[src/rtl/keccak_round_ctrl.sv]
// rtl/keccak_round_ctrl.sv - round sequencer for the Keccak-p permutation core
//
// Start/busy/done FSM with a round counter, run-time round count, stall and
// abort control. Drives the round datapath enable, round-constant index and
// first/last round flags.
//
// Optional status block: define KECCAK_ROUND_CTRL_STATUS_EN to add the
// stall_cnt and err_start_busy outputs.
//
// Ports:
//   clk            clock, rising edge
//   rst_n          asynchronous active-low reset
//   start          begin a permutation (accepted in IDLE or DONE)
//   rounds_cfg     rounds for this run, sampled on an accepted start
//   stall          hold the current round
//   abort          cancel the run, return to IDLE
//   busy           high while rounds are being applied
//   round_en       datapath applies one round this cycle
//   round_num      current round index 0 .. cfg-1
//   rc_idx         round-constant index NUM_ROUNDS - cfg + round_num
//   round_first    round_en on round 0
//   round_last     round_en on round cfg-1
//   stall_cnt      (status build) stall cycles of the current/last run
//   err_start_busy (status build) sticky: start seen while running
//   done           one-cycle pulse after the last round

module keccak_round_ctrl #(
    parameter int NUM_ROUNDS = 24,
    parameter int CNT_W      = $clog2(NUM_ROUNDS + 1)
) (
    input  logic             clk,
    input  logic             rst_n,
    input  logic             start,
    input  logic [CNT_W-1:0] rounds_cfg,
    input  logic             stall,
    input  logic             abort,
    output logic             busy,
    output logic             round_en,
    output logic [CNT_W-1:0] round_num,
    output logic [CNT_W-1:0] rc_idx,
    output logic             round_first,
    output logic             round_last,
`ifdef KECCAK_ROUND_CTRL_STATUS_EN
    output logic [15:0]      stall_cnt,
    output logic [0:0]       err_start_busy,
`endif
    output logic             done
);

    localparam logic [CNT_W-1:0] NR = CNT_W'(NUM_ROUNDS);

    typedef enum logic [1:0] {
        S_IDLE = 2'd0,
        S_RUN  = 2'd1,
        S_DONE = 2'd2
    } state_t;

    state_t           state, state_next;
    logic [CNT_W-1:0] cnt, cnt_next;
    logic [CNT_W-1:0] cfg, cfg_next;
    logic [CNT_W-1:0] cfg_eff;
    logic             start_accept;
    logic             is_last;

    // Out-of-range round counts are clamped to a full permutation.
    assign cfg_eff = (rounds_cfg == '0 || rounds_cfg > NR) ? NR : rounds_cfg;

    assign start_accept = start && !abort && (state == S_IDLE || state == S_DONE);
    assign is_last      = (cnt == cfg - CNT_W'(1));

    always_ff @(posedge clk or negedge rst_n) begin
        if (!rst_n) begin
            state <= S_IDLE;
            cnt   <= '0;
            cfg   <= NR;
        end else begin
            state <= state_next;
            cnt   <= cnt_next;
            cfg   <= cfg_next;
        end
    end

    always_comb begin
        state_next = state;
        cnt_next   = cnt;
        cfg_next   = cfg;
        if (abort) begin
            // Abort wins over everything, including the final round: no done.
            state_next = S_IDLE;
            cnt_next   = '0;
        end else begin
            unique case (state)
                S_IDLE, S_DONE: begin
                    cnt_next = '0;
                    if (start) begin
                        state_next = S_RUN;
                        cfg_next   = cfg_eff;
                    end else begin
                        state_next = S_IDLE;
                    end
                end
                S_RUN: begin
                    if (!stall) begin
                        if (is_last) begin
                            state_next = S_DONE;
                            cnt_next   = '0;
                        end else begin
                            cnt_next = cnt + CNT_W'(1);
                        end
                    end
                end
                default: begin
                    state_next = S_IDLE;
                    cnt_next   = '0;
                end
            endcase
        end
    end

    assign busy        = (state == S_RUN);
    assign done        = (state == S_DONE);
    assign round_num   = cnt;
    assign round_en    = busy && !stall;
    assign round_first = round_en && (cnt == '0);
    assign round_last  = round_en && is_last;
    assign rc_idx      = busy ? (NR - cfg + cnt) : '0;

`ifdef KECCAK_ROUND_CTRL_STATUS_EN
    always_ff @(posedge clk or negedge rst_n) begin
        if (!rst_n) begin
            stall_cnt      <= '0;
            err_start_busy <= 1'b0;
        end else begin
            if (start_accept) begin
                stall_cnt <= '0;
            end else if (busy && stall && !abort && stall_cnt != 16'hFFFF) begin
                stall_cnt <= stall_cnt + 16'd1;
            end
            if (busy && start) begin
                err_start_busy <= 1'b1;
            end
        end
    end
`else
    // start_accept only feeds the status block.
    logic unused_ok;
    assign unused_ok = start_accept;
`endif

endmodule

[config.mk]
export PLATFORM = sky130hd
export DESIGN_NAME = keccak_round_ctrl
export DESIGN_NICKNAME = d
export VERILOG_FILES = /design/src/rtl/keccak_round_ctrl.sv
export SDC_FILE = /design/constraint.sdc
export NUM_CORES = 1
export LEC_CHECK = 0
export CAP_MARGIN = 10
export CELL_PAD_IN_SITES_DETAIL_PLACEMENT = 0
export CELL_PAD_IN_SITES_GLOBAL_PLACEMENT = 1
export CORE_MARGIN = 4
export CORE_UTILIZATION = 48
export CTS_CLUSTER_SIZE = 10
export DETAILED_ROUTE_END_ITERATION = 12
export DONT_BUFFER_PORTS = 1
export GPL_TIMING_DRIVEN = 0
export PLACE_DENSITY = 0.89
export SYNTH_ARGS = -nofsm -noshare
export SYNTH_HDL_FRONTEND = slang
export SYNTH_SLANG_ARGS = --single-unit
export TNS_END_PERCENT = 1
[constraint.sdc]
create_clock -name clk -period 2.4 [get_ports clk]
set_input_delay 0.24 -clock clk [delete_from_list [all_inputs] [get_ports clk]]
set_output_delay 0.24 -clock clk [all_outputs]
set_load 0.005 [all_outputs]
==> impl_metrics.env <==
export IMPL_synth_top_family_by_area="simple AND/OR/NAND/NOR gates"
export IMPL_power_density_normalized_to_cell_area_nw_per_um2=638.7
export IMPL_drt_antenna_violating_nets=0
export IMPL_postSynth_asyncResetShare_pct=100.0
export IMPL_worst_slew_pin_slew_ns=0.5905
export IMPL_clock_sinks=12
export IMPL_netSwitchingFraction_pct=35.94
export IMPL_clkTransAtPathRegs_ns=0.08
export IMPL_cts_tree="built"
export IMPL_muxShareOfSynthArea_pct=0
export IMPL_drtPass1Iterations=4
export IMPL_avgSynthCellArea_um2=8.437
export IMPL_synthesized_netlist_cell_count=113
export IMPL_yosys_most_used_dff="dfrtp_1"
export IMPL_grt_first_pass_wirelength_mm=3.443
export IMPL_crit_required_ns=2.16
export IMPL_slew_headroom_pct=60.50
export IMPL_yosysUniqueCellTypes=35
export IMPL_flow_area_growth_from_synthesis_pct=8.924
export IMPL_final_core_utilization_pct=57.64
export IMPL_fillerInstances=173
export IMPL_finalWorstSetupSlack_ns=0.1967
export IMPL_vias=806
export IMPL_intPower_uw=424.9
export IMPL_post_synth_xor_xnor_area_pct=8.136
export IMPL_grt_antenna_before_repair=0
export IMPL_die_area_um2=2763
export IMPL_worst_r2r_setup_slack_ns=0.65
export IMPL_yosys_area_top_type_share_pct=26.25
export IMPL_post_drt_wl_per_cell_um=14.37
export IMPL_worst_path_max_fanout=6
export IMPL_final_max_slew_violation_count=0
export IMPL_timing_setup_tns_ns=0
export IMPL_syn_area_um2=953.4
export IMPL_die_outline_height_um=52.57
export IMPL_status="completed"
export IMPL_dominant_cells_by_area_after_synthesis="dfrtp_1 (26%), ha_1 (13%), dfstp_2 (5.5%)"
export IMPL_globalRoute_totalOverflow=0
export IMPL_die_width_um=52.57
export IMPL_critPathLaunchType="flop"
export IMPL_power_sequential_fraction_pct=38.2
export IMPL_placedCellCount=138
export IMPL_cap_violations=0
export IMPL_grt_start_max_net_pins=13
export IMPL_share_clk_of_total_power_pct=25.7
export IMPL_critical_path_reg2reg_startpoint="cfg[0]"
export IMPL_finalWorstPathRequiredPeriod_ns=2.203
export IMPL_unrepaired_setup_endpoints_after_global_routing="false"
export IMPL_synth_net_count=134
export IMPL_postLayoutCellArea_um2=1039
export IMPL_max_clock_path_buffers=2
export IMPL_drt_vias_per_instance=5.636
export IMPL_placement_io_buffers=0
export IMPL_comb_power_share_pct=36.1
export IMPL_htreeDepth=1
export IMPL_synth_simple_gate_area_share_pct=22.05
export IMPL_antennaDiodeCount=0
export IMPL_switching_power_uw=238.4
export IMPL_grt_pass1_vias=787
export IMPL_criticalPathCategory="reg2out"
export IMPL_detail_route_iter0_violations=6
export IMPL_detail_route_wirelength_mm=2.055
export IMPL_min_delay_path_class="in2reg"
export IMPL_final_layout_size_suffix_gt1_share_pct=9.322
export IMPL_core_region_area_um2=1802
export IMPL_global_route_usage_total_pct=17.06
export IMPL_fp_row_count=15
export IMPL_p_leak_uw=0.0004950
export IMPL_pin_count=25
export IMPL_fmax_mhz=453.9
export IMPL_synth_compound_area_share_pct=15.35
export IMPL_critPathLaunch="round_num[1]"
export IMPL_finalClockSkew_ns=0.001881
export IMPL_synth_adder_area_share_pct=15.22
export IMPL_synth_edff_count=0
export IMPL_placedInstanceArea_um2=984.7
export IMPL_clk_insertion_delay_late_ns=0.28
export IMPL_cp_arrival_ns=1.96
export IMPL_cts_root_buffer_cell="clkbuf_4"
export IMPL_numCtsBuffers=3
export IMPL_drc=0
export IMPL_dp_slack_ns=0.3808
export IMPL_nNetsFinal=140
export IMPL_dpl_hpwl_mm=1.601
export IMPL_timing_hold_worst_start="rounds_cfg[1]"
export IMPL_finalHoldViolCount=0
export IMPL_endpoint_kind="output pin"
export IMPL_finalCritPeriodShare_pct=91.80
export IMPL_fraction_of_the_yosys_area_taken_by_sequential_cells_pct=31.76
export IMPL_irDropWorstVdd_uv=294.9
export IMPL_floorplan_initialDensity_pct=52.92
export IMPL_synth_seq_cells=12
export IMPL_layoutNonFillerInstCount=143
export IMPL_synth_top_area_cell="dfrtp_1"
export IMPL_gp_congestion=0.7793
export IMPL_ys_warnings_count=0
export IMPL_final_setup_violation_count=0
-- sequential cells by signal, indices dropped and copies added (netlist names) --
signal     count
cfg            5
round_num      5
state          2
-- worst max-delay path: stages (launching register included) --
cell	delay (ns)
dfrtp_1	0.48
ha_1	0.32
ha_1	0.16
inv_1	0.06
fa_1	0.37
xor2_1	0.17
nor2_1	0.12
-- per-stage QoR --
stage,power (uW),hold slack (ns)
final,663.2,0.08220
after global routing,709.4,0.1054
after CTS,659.1,0.08698
after detailed placement,484.7,-0.05536
after global placement,474.0,-0.05524
after floorplan,439.8,-0.05559
-- power groups by stage --
stage	registers (uW)	clock network (uW)	logic [uW]
floorplan	250	0	189
global placement	257	0	217
detailed placement	258	0	227
CTS	253	172	234
global route	258	181	271
finish	253	170	240
-- Yosys cell counts, types with 2 or more instances --
master,n
inv_1,14
nand2_1,12
dfrtp_1,10
ha_1,10
nor2_1,10
o21ai_0,7
nand3_1,6
a21oi_1,5
xnor2_1,4
clkbuf_1,3
xor2_1,3
and2_1,2
and3_1,2
dfstp_2,2
nor3_1,2
nor4_1,2
-- final timing paths --
| kind | to | cells after the start |
|---|---|---|
| setup / recovery | rc_idx[3] | 6 |
| hold / removal | cfg[1] | 2 |
| setup reg to reg | round_num[0] | 6 |
| hold reg to reg | cfg[4] | 2 |
| max in group asynchronous | cfg[2] | 1 |
| min in group asynchronous | round_num[0] | 1 |
-- logic make-up (layout without fill, tap and decap cells) --
| family | after synthesis | in the layout |
|---|---|---|
| AOI/OAI and AO/OA | 22 | 22 |
| buffers and inverters | 18 | 23 |
| xor gates and xnor gates | 8 | 8 |
| DFF | 12 | 12 |
| and+or+nand+nor | 42 | 42 |
| adders and majority gates | 11 | 11 |
-- cell usage in the layout (no fill, tap or decap), types with 3 or more instances in the layout --
cell type   n
clkbuf_1    3
clkbuf_4    3
inv_1      14
nand3_1     6
xnor2_1     4
a21oi_1     5
ha_1       10
nor2_1     10
nand2_1    12
xor2_1      3
o21ai_0     7
dfrtp_1    10
-- repair_timing --
action,4_1_cts,5_1_grt
gates resized for setup,0,1
endpoints found under the hold margin,12,0
buffers inserted,0,0
hold buffers,1,0
setup endpoints to repair,0,1
-- metal layers --
layer / track usage [%] / up-vias / part of all wire [%]
met3: 2.279 / 5 / 5.3
li1: - / 395 / -
met2: 30.58 / 24 / 48
met5: 0 / - / 0
met4: 7.660 / 0 / 2.1
met1: 19.86 / 382 / 45
-- final cells by class --
cell class	instances	area, um2	share of cell area [%]
clock buffer	4	36.28	3.494
tap	25	31.28	3.012
buffer	4	18.77	1.807
timing repair buffer	1	10.01	0.9639
inverter	14	52.55	5.060
multi-input combinational	83	586.8	56.51
sequential	12	302.8	29.16
(Power assumes the default switching activity.)
